$ cat src/rtl/acc_seq_pkg.sv
// Shared types and constants for the accumulate-sequence controller.
package acc_seq_pkg;

  localparam int ACC_W     = 13;  // datapath accumulator / result width
  localparam int CNT_W     = 5;   // accepted-sample counter width
  localparam int LUT_SCALE = 25;  // datapath multiplies each X by this

  typedef enum logic [1:0] {
    S_IDLE    = 2'd0,
    S_CLEAR   = 2'd1,
    S_ACCUM   = 2'd2,
    S_CAPTURE = 2'd3
  } state_t;

endpackage

$ cat src/rtl/acc_seq_if.sv
// Handshake bundle between the frame controller and its requester/datapath.
interface acc_seq_if;
  import acc_seq_pkg::*;

  logic             start;
  logic             abort;
  logic             x_valid;
  logic [ACC_W-1:0] acc_val;
  logic             x_ready;
  logic             acc_en;
  logic             acc_clr;
  logic             busy;
  logic             done;
  logic [ACC_W-1:0] result;
  logic             err;

  // Requester + datapath side
  modport master (
    output start, abort, x_valid, acc_val,
    input  x_ready, acc_en, acc_clr, busy, done, result, err
  );

  // Controller side
  modport slave (
    input  start, abort, x_valid, acc_val,
    output x_ready, acc_en, acc_clr, busy, done, result, err
  );
endinterface

$ cat src/rtl/acc_seq_timer.sv
// Idle-cycle watchdog for the ACCUM state: counts consecutive cycles without
// a sample and flags the cycle in which the count reaches TIMEOUT.
module acc_seq_timer #(
  parameter int TIMEOUT = 15
) (
  input  logic clk,
  input  logic Acc_rst2,
  input  logic run,      // controller is in ACCUM
  input  logic idle,     // no sample offered this cycle
  output logic expired
);

  logic [7:0] idle_cnt_reg;

  // Fires on the TIMEOUT-th consecutive idle cycle (count starts at 0).
  assign expired = run && idle && (idle_cnt_reg == 8'(TIMEOUT - 1));

  // Count idle cycles; any accept, exit from ACCUM or expiry restarts it.
  always_ff @(posedge clk or posedge Acc_rst2) begin
    if (Acc_rst2)
      idle_cnt_reg <= '0;
    else if (!run || !idle || expired)
      idle_cnt_reg <= '0;
    else
      idle_cnt_reg <= idle_cnt_reg + 8'd1;
  end

endmodule

$ cat src/rtl/acc_seq_ctrl.sv
// Frame controller for a multiply-accumulate datapath: clears the datapath,
// accepts N_SAMPLES samples, then captures the sum into result.
// Optional feature: define ACC_SEQ_TIMEOUT_EN to abort a frame after TIMEOUT
// consecutive idle cycles in ACCUM (err pulse); otherwise err is tied low.
module acc_seq_ctrl
  import acc_seq_pkg::*;
#(
  parameter int N_SAMPLES = 4,
  parameter int TIMEOUT   = 15
) (
  input logic      clk,
  input logic      Acc_rst2,
  acc_seq_if.slave bus
);

  if (N_SAMPLES < 1 || N_SAMPLES > 16) begin : g_bad_n_samples
    $error("acc_seq_ctrl: N_SAMPLES out of range 1..16");
  end
  if (TIMEOUT < 1 || TIMEOUT > 255) begin : g_bad_timeout
    $error("acc_seq_ctrl: TIMEOUT out of range 1..255");
  end

  state_t           state_reg, state_next;
  logic [CNT_W-1:0] cnt_reg, cnt_next;
  logic [ACC_W-1:0] result_reg;
  logic             done_reg;
  logic             x_ready;
  logic             acc_clr;
  logic             timeout;

`ifdef ACC_SEQ_TIMEOUT_EN
  acc_seq_timer #(.TIMEOUT(TIMEOUT)) u_timer (
    .clk      (clk),
    .Acc_rst2 (Acc_rst2),
    .run      (state_reg == S_ACCUM),
    .idle     (!bus.x_valid),
    .expired  (timeout)
  );
`else
  assign timeout = 1'b0;
`endif

  assign bus.x_ready = x_ready;
  assign bus.acc_en  = bus.x_valid & x_ready;
  assign bus.acc_clr = acc_clr;
  assign bus.busy    = (state_reg != S_IDLE);
  assign bus.done    = done_reg;
  assign bus.result  = result_reg;
  assign bus.err     = timeout;

  // State, sample count, captured result and the done pulse.
  always_ff @(posedge clk or posedge Acc_rst2) begin
    if (Acc_rst2) begin
      state_reg  <= S_IDLE;
      cnt_reg    <= '0;
      result_reg <= '0;
      done_reg   <= 1'b0;
    end else begin
      state_reg <= state_next;
      cnt_reg   <= cnt_next;
      // CAPTURE is never cut short, so leaving it always completes a frame.
      done_reg  <= (state_reg == S_CAPTURE);
      if (state_reg == S_CAPTURE)
        result_reg <= bus.acc_val;
    end
  end

  // Next-state logic and handshake outputs; abort beats a final accept.
  always_comb begin
    state_next = state_reg;
    cnt_next   = cnt_reg;
    x_ready    = 1'b0;
    acc_clr    = 1'b0;
    unique case (state_reg)
      S_IDLE: begin
        if (bus.start)
          state_next = S_CLEAR;
      end
      S_CLEAR: begin
        acc_clr    = 1'b1;
        cnt_next   = '0;
        state_next = bus.abort ? S_IDLE : S_ACCUM;
      end
      S_ACCUM: begin
        x_ready = 1'b1;
        if (bus.abort || timeout) begin
          acc_clr    = 1'b1;
          cnt_next   = '0;
          state_next = S_IDLE;
        end else if (bus.x_valid) begin
          cnt_next = cnt_reg + CNT_W'(1);
          if (cnt_reg == CNT_W'(N_SAMPLES - 1))
            state_next = S_CAPTURE;
        end
      end
      S_CAPTURE: begin
        // One cycle for acc_val to absorb the last sample.
        cnt_next   = '0;
        state_next = S_IDLE;
      end
      default: state_next = S_IDLE;
    endcase
  end

endmodule

$ cat src/flat_wrapper.sv
// flat-port wrapper written by rule: the top's interface ports become plain ports
module acc_seq_ctrl_flat import acc_seq_pkg::*;
#(
  parameter int N_SAMPLES = 4,
  parameter int TIMEOUT   = 15
)
  (clk, Acc_rst2, bus_start, bus_abort, bus_x_valid, bus_acc_val, bus_x_ready, bus_acc_en, bus_acc_clr, bus_busy, bus_done, bus_result, bus_err);
  acc_seq_if bus_i ();
  input logic clk;
  input logic Acc_rst2;
  input wire logic [$bits(bus_i.start)-1:0] bus_start;
  input wire logic [$bits(bus_i.abort)-1:0] bus_abort;
  input wire logic [$bits(bus_i.x_valid)-1:0] bus_x_valid;
  input wire logic [$bits(bus_i.acc_val)-1:0] bus_acc_val;
  output wire logic [$bits(bus_i.x_ready)-1:0] bus_x_ready;
  output wire logic [$bits(bus_i.acc_en)-1:0] bus_acc_en;
  output wire logic [$bits(bus_i.acc_clr)-1:0] bus_acc_clr;
  output wire logic [$bits(bus_i.busy)-1:0] bus_busy;
  output wire logic [$bits(bus_i.done)-1:0] bus_done;
  output wire logic [$bits(bus_i.result)-1:0] bus_result;
  output wire logic [$bits(bus_i.err)-1:0] bus_err;
  assign bus_i.start = bus_start;
  assign bus_i.abort = bus_abort;
  assign bus_i.x_valid = bus_x_valid;
  assign bus_i.acc_val = bus_acc_val;
  assign bus_x_ready = bus_i.x_ready;
  assign bus_acc_en = bus_i.acc_en;
  assign bus_acc_clr = bus_i.acc_clr;
  assign bus_busy = bus_i.busy;
  assign bus_done = bus_i.done;
  assign bus_result = bus_i.result;
  assign bus_err = bus_i.err;
  acc_seq_ctrl #(.N_SAMPLES(N_SAMPLES), .TIMEOUT(TIMEOUT)) u_core (.clk(clk), .Acc_rst2(Acc_rst2), .bus(bus_i));
endmodule
$ cat config.mk
export PLATFORM = sky130hd
export DESIGN_NAME = acc_seq_ctrl_flat
export DESIGN_NICKNAME = d
export VERILOG_FILES = /design/src/rtl/acc_seq_pkg.sv /design/src/rtl/acc_seq_if.sv /design/src/rtl/acc_seq_timer.sv /design/src/rtl/acc_seq_ctrl.sv /design/src/flat_wrapper.sv
export SDC_FILE = /design/constraint.sdc
export NUM_CORES = 1
export LEC_CHECK = 0
export ABC_AREA = 1
export ABC_CLOCK_PERIOD_IN_PS = 1900
export CORE_MARGIN = 5
export CORE_UTILIZATION = 44
export DETAILED_ROUTE_END_ITERATION = 6
export PLACE_DENSITY = 0.78
export SLEW_MARGIN = 20
export SYNTH_ARGS = -nofsm -noshare
export SYNTH_HDL_FRONTEND = slang
export SYNTH_SLANG_ARGS = --single-unit
export TNS_END_PERCENT = 20
$ cat constraint.sdc
create_clock -name clk -period 1.9 [get_ports clk]
set_clock_uncertainty 0.15 [all_clocks]
set_input_delay 0.38 -clock clk [delete_from_list [all_inputs] [get_ports clk]]
set_output_delay 0.38 -clock clk [all_outputs]
set_load 0.01 [all_outputs]
### Word level (Yosys, flattened, before mapping)

Index checks and enable logic that the tools add are counted.

* $add $sub $neg: 1
* equal/unequal tests: 7
* mux-type cells: 12
* bitwise operators: 1
* reductions and logical operators: 6

Operator list (number)
* 2-bit two-way mux: 5
* 5-bit two-way mux: 2
* 5-bit one-hot mux with 2 select lines: 1
* 2-bit one-hot mux with 4 select lines: 1
* 5-bit by 1-bit adder with 5-bit output (second input constant): 1
* 5-bit by 2-bit equality test with 1-bit output (second input constant): 1
* 2-bit equality test (second input constant): 2
* 2-bit nonzero test: 2
* 3-bit by 2-bit != test with 1-bit output (second input constant): 1
* 3-bit != test (second input constant): 1
* 3-bit AND reduction: 1
* 2-bit by 1-bit equality test with 1-bit output (second input constant): 1
* 2-bit zero test: 1
* 1-bit two-way mux: 2
* 2-bit != test (second input constant): 1
* 1-bit one-hot mux with 2 select lines: 1
* 2-bit AND reduction: 1
* 2-bit OR reduction: 1
* 1-bit bitwise AND: 1

* bits in registers: 21
* input bits: 18
* output and inout port bits: 19
* logic and storage cells: 31

### Longest topological paths before layout

Gate-level depths: netlist of run 1.

* depth after elaboration: 5
* gate-level depth with buffers: 8

### Worst setup path before layout of run 1

Ideal clock, no wire load.

* kind: register to output
* start: register u_core.state_reg[0]
* end: output bus_acc_clr
* arrival time: 1.075 ns
* path slack: 0.295 ns
* stages on the path, launching flop included: 5
* buffers on the path: 0
* cell sequence: dfrtp_1 inv_1 ha_1 nor2_1 nor2_1

* longest elaborated chain between the ends: 2

Ends and longest elaborated chain
* from (decl): line acc_seq_ctrl.sv:23 `state_t state_reg, state_next;`
* from (signal assigned): line acc_seq_ctrl.sv:59 `state_reg <= state_next;`
* 2-bit equality test / 2-bit by 1-bit equality test with 1-bit output (equally long branches): line acc_seq_ctrl.sv:74 `unique case (state_reg)`
* 1-bit one-hot mux with 2 select lines (*): line acc_seq_ctrl.sv:74
* to (decl): line flat_wrapper.sv:17 `output wire logic [$bits(bus_i.acc_clr)-1:0] bus_acc_clr;`

Every way passes the cells marked *; elsewhere a longest branch is shown, timed or not.

### Worst setup path after layout of run 1

* start: register u_core.state_reg[1]
* end: output bus_acc_clr

Same word-level chain as after synthesis.

==> impl_metrics.py, run 1 <==
metrics = {
    "synthesis": {
        "mappedNetlistArea_sq_um": 1050,
        "synth_top_area_cell": "dfrtp_1",
        "synthTopCellsByArea": "dfrtp_1 (50%), mux2_2 (14%), nand2_1 (9.3%), ha_1 (7.1%), inv_1 (4.6%)",
        "synth_cell_type_count": 17,
        "yosys.area.top_type_share_pct": 49.9,
        "synth_nets": 133,
        "yosys_warnings": 0,
        "seq_area_frac_synth_pct": 49.9,
        "syn_area_per_cell_sq_um": 9.67,
        "synth_seq_cells": 21,
        "synth_cells": 109,
    },
    "layout": {
        "layout.nets": 187,
        "fin_util_pct": 71.1,
        "drive_above_1_share_pct": 28.4,
        "fillers": 193,
        "largest_reg_flops": 13,
        "num_antenna_cells": 0,
        "syn_to_final_growth_pct": 52.1,
    },
    "cts": {
        "cts_tree": "done",
        "htree_levels": 1,
        "insertion_delay_ns": 0.29,
        "clockBufferDepth": 2,
        "numCtsBuffers": 3,
        "cts.sinks": 21,
        "clkTransAtPathRegs_ns": 0.11,
        "cts_root_buf": "clkbuf_4",
    },
    "power": {
        "power_density_nw_per_um2": 1470,
        "ir_drop_mv": 1.10,
        "leakage_nw": 0.779,
        "finalPower_mw": 2.36,
    },
    "grt": {
        "gr-usage-all-layers_pct": 14.3,
        "grt_pass1_wl_um": 3880,
        "grt_overflow": 0,
        "grt_max_degree": 22,
        "first_global_vias": 911,
        "antenna_found_initial": 0,
    },
    "timing": {
        "fin_ws_ns": 0.0377,
        "hold_ws_ns": 0.263,
        "drv_slew": 0,
        "rsz0062_at_grt": "true",
        "max_freq_mhz": 537,
        "fin_crit_ns": 1.86,
        "finalSetupViolCount": 0,
        "hold_viol_final": 0,
        "period_share_pct": 98.0,
    },
    "worst_setup_path": {
        "cp_cell_sequence": "buf_4, ha_4, nor2_2, nor2_1, buf_2",
        "ff2ff_setup_slack_ns": 0.26,
        "cp_max_fo": 5,
        "required_ns": 1.37,
        "cpLargestDelayFamily": "flip-flops",
        "reg2reg_depth": 8,
        "r2r-end": "u_core.cnt_reg[4]$_DFFE_PP0P_",
        "path_buf_inv": 2,
        "critPathLaunchType": "flop",
        "worstPathArrival_ns": 1.33,
        "crit_path_max_incr_delay_ns": 0.42,
        "crit_type": "flop to output port",
        "worstReg2RegStart": "u_core.state_reg[0]$_DFFE_PP0P_",
        "worst-path-stages": 5,
        "end_kind": "output port",
        "cp_slowest_cell": "dfrtp_1",
    },
    "die": {
        "dieWidth_um": 58.9,
        "coreArea_sq_um": 2250,
        "io_pins": 37,
        "start_util_pct": 46.7,
        "die_h_um": 58.9,
        "dieArea_sq_um": 3470,
        "rows": 17,
    },
    "outcome": {
        "status": "complete, no violations",
    },
    "routing": {
        "wl_per_cell_um": 12.5,
        "drtPass1Iterations": 4,
        "dr_total_vias": 914,
        "drc_errors": 0,
        "via_per_inst": 4.81,
        "ant_nets": 0,
        "drt_iter0_markers": 9,
        "drt_wl_total_um": 2370,
    },
    "flow_run": {
        "drv_cap": 0,
    },
    "place": {
        "hpwl_um": 1940,
        "gp_congestion": 0.753,
        "port_buffers": 35,
        "place_ws_ns": -0.181,
    },
    "worst_hold_path": {
        "hold_class": "primary input to asynchronous set/reset pin",
    },
}
[cells in the mapped netlist]
| library cell | count |
|---|---|
| nand3_1 | 4 |
| dfrtp_1 | 21 |
| buf_4 | 2 |
| nand4_1 | 2 |
| nand2_1 | 26 |
| mux2_2 | 13 |
| o21ai_4 | 1 |
| ha_1 | 6 |
| o21ai_1 | 3 |
| conb_1 | 1 |
| nand2_2 | 1 |
| inv_1 | 13 |
| o21ai_0 | 3 |
| o21bai_1 | 1 |
| nor2_2 | 1 |
| nor2_1 | 10 |
| a21oi_1 | 1 |
[worst max-delay path by stage]
| stage | start | end | slack, ns |
|---|---|---|---|
| floorplan | u_core.state_reg[0]$_DFFE_PP0P_ | bus_acc_clr | 0.30 |
| global placement | bus_abort | bus_acc_clr | -0.18 |
| detailed placement | bus_abort | bus_acc_clr | -0.18 |
| CTS | u_core.state_reg[0]$_DFFE_PP0P_ | bus_acc_clr | -0.14 |
| global route | u_core.state_reg[1]$_DFFE_PP0P_ | bus_acc_clr | -0.05 |
| finish | u_core.state_reg[1]$_DFFE_PP0P_ | bus_acc_clr | 0.04 |
[cell families after synthesis]
family	after synthesis	share of synthesized area (%)
buffers and inverters	15	6.06
muxes	13	13.9
DFF	21	49.9
AOI/OAI and AO/OA	9	5.58
other	1	0.356
adders and majority gates	6	7.13
and+or+nand+nor	44	17.1
[report_power, final]
group	switching [mW]	internal [mW]
Combinational	0.608	0.806
Clock	0.122	0.0815
Sequential	0.108	0.633
[worst reg2reg max path: stages (launching register included)]
cell and delay [ns]:
dfrtp_1 0.41, buf_4 0.16, ha_4 0.17, buf_4 0.13, nor2_2 0.14, nand2_1 0.11
nor2_1 0.17, nand3_1 0.10, nand2_1 0.07
[metrics by stage]
step	instances	area, sq um	TNS (ns)
6_report	190	1600	0
5_1_grt	190	1600	-0.0479
4_1_cts	189	1570	-0.142
3_5_place_dp	183	1520	-0.310
3_3_place_gp	183	1520	-0.300
2_1_floorplan	109	1050	0
[metal layers]
layer	vias to the layer above	track usage [%]	share of wire, %
li1	454	-	-
met1	424	16.7	40
met2	36	26.0	50
met3	0	4.39	10
met4	0	1.94	0
met5	-	0	0
[cells in the final DEF, fill, tap and decap left out, types with 2 or more instances in the layout]
| master | netlist | final |
|---|---|---|
| inv_2 | 0 | 2 |
| buf_2 | 0 | 2 |
| buf_4 | 2 | 17 |
| dfrtp_1 | 21 | 21 |
| inv_1 | 13 | 11 |
| ha_1 | 6 | 3 |
| clkbuf_4 | 0 | 3 |
| nand2_1 | 26 | 25 |
| clkdlybuf4s50_1 | 0 | 31 |
| ha_4 | 0 | 3 |
| nand4_1 | 2 | 2 |
| nand3_1 | 4 | 4 |
| nand2_2 | 1 | 2 |
| o21ai_0 | 3 | 2 |
| mux2_2 | 13 | 13 |
| o21ai_1 | 3 | 3 |
| nor2_2 | 1 | 2 |
| nor2_1 | 10 | 9 |
[what timing repair did]
| item | in CTS | in global routing |
|---|---|---|
| cloned | 0 | 0 |
| pin swaps | 1 | 3 |
| hold buffers | 0 | 0 |
| setup endpoints to repair | 4 | 2 |
| gates resized for setup | 12 | 10 |
| setup buffers | 2 | 1 |
[layout make-up]
type / count / area, sq um / area share, %
Sequential cell: 21 / 526 / 32.8
Multi-Input combinational cell: 73 / 510 / 31.9
Timing Repair Buffer: 51 / 457 / 28.5
Inverter: 13 / 48.8 / 3.04
Tap cell: 28 / 35.0 / 2.19
Clock buffer: 4 / 26.3 / 1.64
Note: power is estimated with default switching activity, not from simulation.
==> run 2: changes to the inputs <==
- CORE_UTILIZATION: 44 -> 24
- PLACE_DENSITY: 0.78 -> default
==> run 2 against run 1 <==
Effect of this change:
- cell area increased by 1.0%
- cell count increased by 12%
- non-clock buffer count decreased by 2
- critical endpoint unchanged
- sequential power about the same
- die area increased by 67%
- core utilization decreased by 33 points
- sequential share of layout area decreased by 0.33 points
==> impl_metrics.py, run 2 (synthesis gave the netlist of run 1 again) <==
metrics = {
    "routing": {
        "dr_total_vias": 911,
        "drtPass1Iterations": 4,
        "wl_per_cell_um": 11.2,
        "drt_iter0_markers": 12,
        "ant_nets": 0,
        "drt_wl_total_um": 2370,
        "drc_errors": 0,
        "via_per_inst": 4.30,
    },
    "layout": {
        "num_antenna_cells": 0,
        "layout.nets": 185,
        "layout_common_cells": "clkdlybuf4s50_1 (31), nand2_1 (26), dfrtp_1 (21)",
        "final_common_cell": "clkdlybuf4s50_1",
        "syn_to_final_growth_pct": 53.7,
        "drive_above_1_share_pct": 26.3,
        "largest_reg_flops": 13,
        "fin_area_sq_um": 1620,
    },
    "timing": {
        "drv_slew": 0,
        "hold_viol_final": 0,
        "finalSetupViolCount": 0,
        "fin_crit_ns": 1.83,
        "period_share_pct": 96.3,
        "fin_ws_ns": 0.0698,
        "hold_ws_ns": 0.305,
        "rsz0062_at_grt": "true",
        "max_freq_mhz": 546,
    },
    "cts": {
        "cts_tree": "done",
        "cts.sinks": 21,
        "insertion_delay_ns": 0.26,
        "cts_root_buf": "clkbuf_8",
        "clkTransAtPathRegs_ns": 0.07,
        "clockBufferDepth": 2,
        "numCtsBuffers": 3,
        "htree_levels": 1,
    },
    "grt": {
        "grt_max_degree": 22,
        "grt_pass1_wl_um": 4110,
        "gr-usage-all-layers_pct": 8.57,
        "antenna_found_initial": 0,
        "first_global_vias": 974,
        "grt_overflow": 0,
    },
    "worst_setup_path": {
        "end_kind": "output port",
        "critPathLaunchType": "flop",
        "cpLargestDelayFamily": "flip-flops",
        "crit_type": "flop to output port",
        "cp_max_fo": 5,
        "crit_path_max_incr_delay_ns": 0.41,
        "cp_cell_sequence": "buf_4, ha_4, nor2_1, nor2_1, buf_2",
        "worstPathArrival_ns": 1.30,
        "reg2reg_depth": 8,
        "ff2ff_setup_slack_ns": 0.19,
        "cpMostUsedCell": "nor2_1",
        "critical_path.startpoint": "u_core.state_reg[1]$_DFFE_PP0P_",
        "required_ns": 1.37,
        "endpoint": "bus_acc_clr",
        "worstReg2RegStart": "u_core.state_reg[1]$_DFFE_PP0P_",
        "worst-path-stages": 5,
        "cp_slowest_cell": "dfrtp_1",
        "r2r-end": "u_core.cnt_reg[3]$_DFFE_PP0P_",
        "path_buf_inv": 2,
    },
    "power": {
        "p_int_mw": 1.52,
        "combPwrFrac_pct": 56.2,
        "leakage_nw": 0.777,
        "clkPwrFrac_pct": 12.3,
        "p_seq_share_pct": 31.5,
        "p_sw_share_pct": 35.3,
        "power_density_nw_per_um2": 1450,
        "ir_drop_mv": 0.613,
        "switchingPower_uw": 830,
    },
    "die": {
        "io_pins": 37,
        "dieWidth_um": 76.3,
        "start_util_pct": 24.5,
        "rows": 24,
        "die_h_um": 76.3,
        "dieArea_sq_um": 5810,
        "coreArea_sq_um": 4290,
    },
    "place": {
        "placed_area_sq_um": 1550,
        "hpwl_um": 1820,
        "gp_congestion": 0.706,
        "port_buffers": 35,
        "place_ws_ns": -0.198,
    },
    "worst_hold_path": {
        "hold_class": "primary input to asynchronous set/reset pin",
    },
    "outcome": {
        "status": "complete, no violations",
    },
    "flow_run": {
        "drv_cap": 0,
    },
}
[run 2: area by class of cell]
cell class                      instances  area, sq um
Tap cell                               52         65.1
Fill cell                             429         2680
Inverter                               13         48.8
Multi-Input combinational cell         73          492
Clock inverter                          1         5.00
Clock buffer                            3         41.3
Sequential cell                        21          526
Timing Repair Buffer                   49          442
[run 2: worst reg2reg max path: cells and delay by family (launching register included)]
kind	cells	cell delay (ns)
simple gates	4	0.50
fa+ha+maj	1	0.23
flops	1	0.41
buf+inv	2	0.29
compound gates	1	0.09
[run 2: metal layers]
metal  global-route usage, %  routed length [um]
met4                    3.15                  35
met5                       0                   0
met1                    9.14                 892
met2                    15.4                1330
met3                    2.96                 119
[run 2: worst min-delay path by stage]
stage,cells past startpoint,end
after global placement,1,u_core.bus.result[6]$_DFFE_PP0P_
after floorplan,1,u_core.bus.done$_DFF_PP0_
final,3,u_core.bus.result[2]$_DFFE_PP0P_
after global routing,3,u_core.bus.result[2]$_DFFE_PP0P_
after detailed placement,1,u_core.bus.result[5]$_DFFE_PP0P_
after CTS,3,u_core.bus.result[1]$_DFFE_PP0P_
[run 2: power by group through the flow]
stage                     Clock [mW]  Combinational [mW]  Sequential (mW)
after floorplan                    0               0.569            0.810
after global placement             0                1.28            0.740
after detailed placement           0                1.30            0.749
after CTS                      0.301                1.31            0.741
after global routing           0.321                1.49            0.765
final                          0.288                1.32            0.740
[run 2: repair_timing]
item | 4_1_cts | 5_1_grt
pin swaps | 1 | 1
hold buffers | 0 | 0
resized for setup | 12 | 5
setup endpoints to repair | 4 | 2
setup buffers | 1 | 0
[run 2: per-stage QoR]
step / setup TNS, ns / utilization, % / cells / power [mW]
floorplan: 0 / - / 109 / 1.38
global placement: -0.317 / 36.1 / 207 / 2.02
detailed placement: -0.386 / 36.1 / 207 / 2.05
CTS: 0 / 37.5 / 212 / 2.36
global route: -0.0500 / 37.7 / 212 / 2.57
finish: 0 / 37.7 / 212 / 2.35
==> run 3: changes to the inputs <==
- CORE_MARGIN: 5 -> 3
- TNS_END_PERCENT: 20 -> default
==> run 3 against run 2 <==
Effect of this change:
- sequential cell count stayed put
- register-to-register slack gained 0.10 ns
- combinational power is essentially flat
- non-clock buffer count is 1 lower
- worst setup slack better by 0.0095 ns
- sequential share of layout area up 0.13 points
- via count down 4.1%
- global-route usage rose by 0.26 points
- worst hold slack got worse by 0.0046 ns
- highest routed layer unchanged
==> impl_metrics.py, run 3 (synthesis gave the netlist of run 1 again) <==
metrics = {
    "layout": {
        "fin_util_pct": 39.2,
        "layout_common_cells": "clkdlybuf4s50_1 (31), nand2_1 (26), dfrtp_1 (21)",
        "fin_area_sq_um": 1610,
        "drive_above_1_share_pct": 25.8,
        "num_antenna_cells": 0,
        "final_common_cell": "clkdlybuf4s50_1",
        "largest_reg_flops": 13,
        "layout.nets": 184,
        "syn_to_final_growth_pct": 53.1,
        "fillers": 407,
    },
    "cts": {
        "clkTransAtPathRegs_ns": 0.07,
        "numCtsBuffers": 3,
        "clockBufferDepth": 2,
        "cts.sinks": 21,
        "cts_root_buf": "clkbuf_8",
        "cts_tree": "done",
        "insertion_delay_ns": 0.25,
        "htree_levels": 1,
    },
    "die": {
        "io_pins": 37,
        "rows": 23,
        "die_h_um": 72.3,
        "coreArea_sq_um": 4120,
        "dieWidth_um": 72.3,
        "start_util_pct": 25.6,
        "dieArea_sq_um": 5220,
    },
    "routing": {
        "drtPass1Iterations": 4,
        "drt_iter0_markers": 43,
        "wl_per_cell_um": 10.6,
        "drt_wl_total_um": 2220,
        "via_per_inst": 4.18,
        "ant_nets": 0,
        "dr_total_vias": 874,
        "drc_errors": 0,
    },
    "place": {
        "gp_congestion": 0.754,
        "placed_area_sq_um": 1540,
        "port_buffers": 35,
        "hpwl_um": 1810,
    },
    "timing": {
        "fin_setup_tns_ns": 0,
        "finalSetupViolCount": 0,
        "drv_slew": 0,
        "hold_viol_final": 0,
        "max_freq_mhz": 549,
        "period_share_pct": 95.8,
        "rsz0062_at_grt": "true",
        "fin_crit_ns": 1.82,
    },
    "outcome": {
        "status": "complete, no violations",
    },
    "worst_setup_path": {
        "path_buf_inv": 2,
        "cp_max_fo": 3,
        "cpLargestDelayFamily": "flip-flops",
        "cp_slowest_cell": "dfrtp_1",
        "crit_path_max_incr_delay_ns": 0.40,
        "cp_cell_sequence": "inv_2, ha_4, o21ai_1, nor2_1, buf_2",
        "worstPathArrival_ns": 1.29,
        "required_ns": 1.37,
        "end_kind": "output port",
        "crit_type": "flop to output port",
        "critPathLaunchType": "flop",
    },
    "power": {
        "ir_drop_mv": 0.529,
        "power_density_nw_per_um2": 1450,
        "leakage_nw": 0.773,
    },
    "grt": {
        "first_global_vias": 877,
        "grt_overflow": 0,
        "antenna_found_initial": 0,
        "grt_max_degree": 22,
        "gr-usage-all-layers_pct": 8.82,
        "grt_pass1_wl_um": 3670,
    },
    "worst_hold_path": {
        "hold_class": "primary input to asynchronous set/reset pin",
    },
    "flow_run": {
        "drv_cap": 0,
    },
}
-- run 3: cell types whose count changed in the layout (fill, tap and decap cells not counted), sizes merged --
| cell | previous run | this run |
|---|---|---|
| dlygate4sd2 | 1 | 2 |
| buf | 16 | 14 |
-- run 3: metal layers --
layer / track usage [%] / part of all wire [%] / vias up
met2: 14.6 / 44 / 39
met5: 0 / 0 / -
met4: 3.76 / 0.77 / 0
met3: 3.05 / 12 / 2
li1: - / - / 447
met1: 10.4 / 43 / 386
-- run 3: what timing repair did --
item	CTS	global route
cloned	0	0
hold buffers	0	0
endpoints found under the setup margin	4	2
pin swaps	1	0
resized for setup	13	4
buffers inserted	1	0
-- run 3: final cells by class --
type | count | area (sq um) | area share, %
inverter | 13 | 48.8 | 3.03
sequential | 21 | 526 | 32.6
clock inverter | 1 | 5.00 | 0.310
multi-input combinational | 73 | 494 | 30.6
tap | 50 | 62.6 | 3.88
timing repair buffer | 48 | 435 | 27.0
clock buffer | 3 | 41.3 | 2.56
-- run 3: worst paths after layout --
path                                                   from  slack (ns)  depth (start not counted)                                to
min in group clk           u_core.bus.result[2]$_DFFE_PP0P_        0.36                          1  u_core.bus.result[2]$_DFFE_PP0P_
setup / recovery            u_core.state_reg[0]$_DFFE_PP0P_        0.08                          5                       bus_acc_clr
setup reg to reg            u_core.state_reg[0]$_DFFE_PP0P_        0.29                          7     u_core.cnt_reg[4]$_DFFE_PP0P_
hold / removal                                     Acc_rst2        0.30                          3  u_core.bus.result[6]$_DFFE_PP0P_
hold reg to reg            u_core.bus.result[2]$_DFFE_PP0P_        0.36                          1  u_core.bus.result[2]$_DFFE_PP0P_
max in group asynchronous                          Acc_rst2        1.10                          3  u_core.bus.result[3]$_DFFE_PP0P_
-- run 3: tightest hold or removal path: stages --
cell	delay [ns]
clkdlybuf4s50_1	0.40
inv_1	0.05
buf_4	0.26
-- run 3: power by group --
part	switching, mW	internal (mW)	leakage, nW
logic	0.578	0.746	0.483
registers	0.107	0.634	0.265
clock network	0.132	0.146	0.0255
total	0.816	1.53	0.773
-- run 3: through the flow --
| step | cells | hold WS [ns] | worst slack (ns) | power [mW] |
|---|---|---|---|---|
| floorplan | 109 | 0.207 | 0.295 | 1.38 |
| global placement | 204 | 0.339 | -0.179 | 2.00 |
| detailed placement | 204 | 0.347 | -0.229 | 2.05 |
| CTS | 209 | 0.307 | 0.00717 | 2.34 |
| global route | 209 | 0.323 | -0.00583 | 2.53 |
| finish | 209 | 0.300 | 0.0793 | 2.34 |
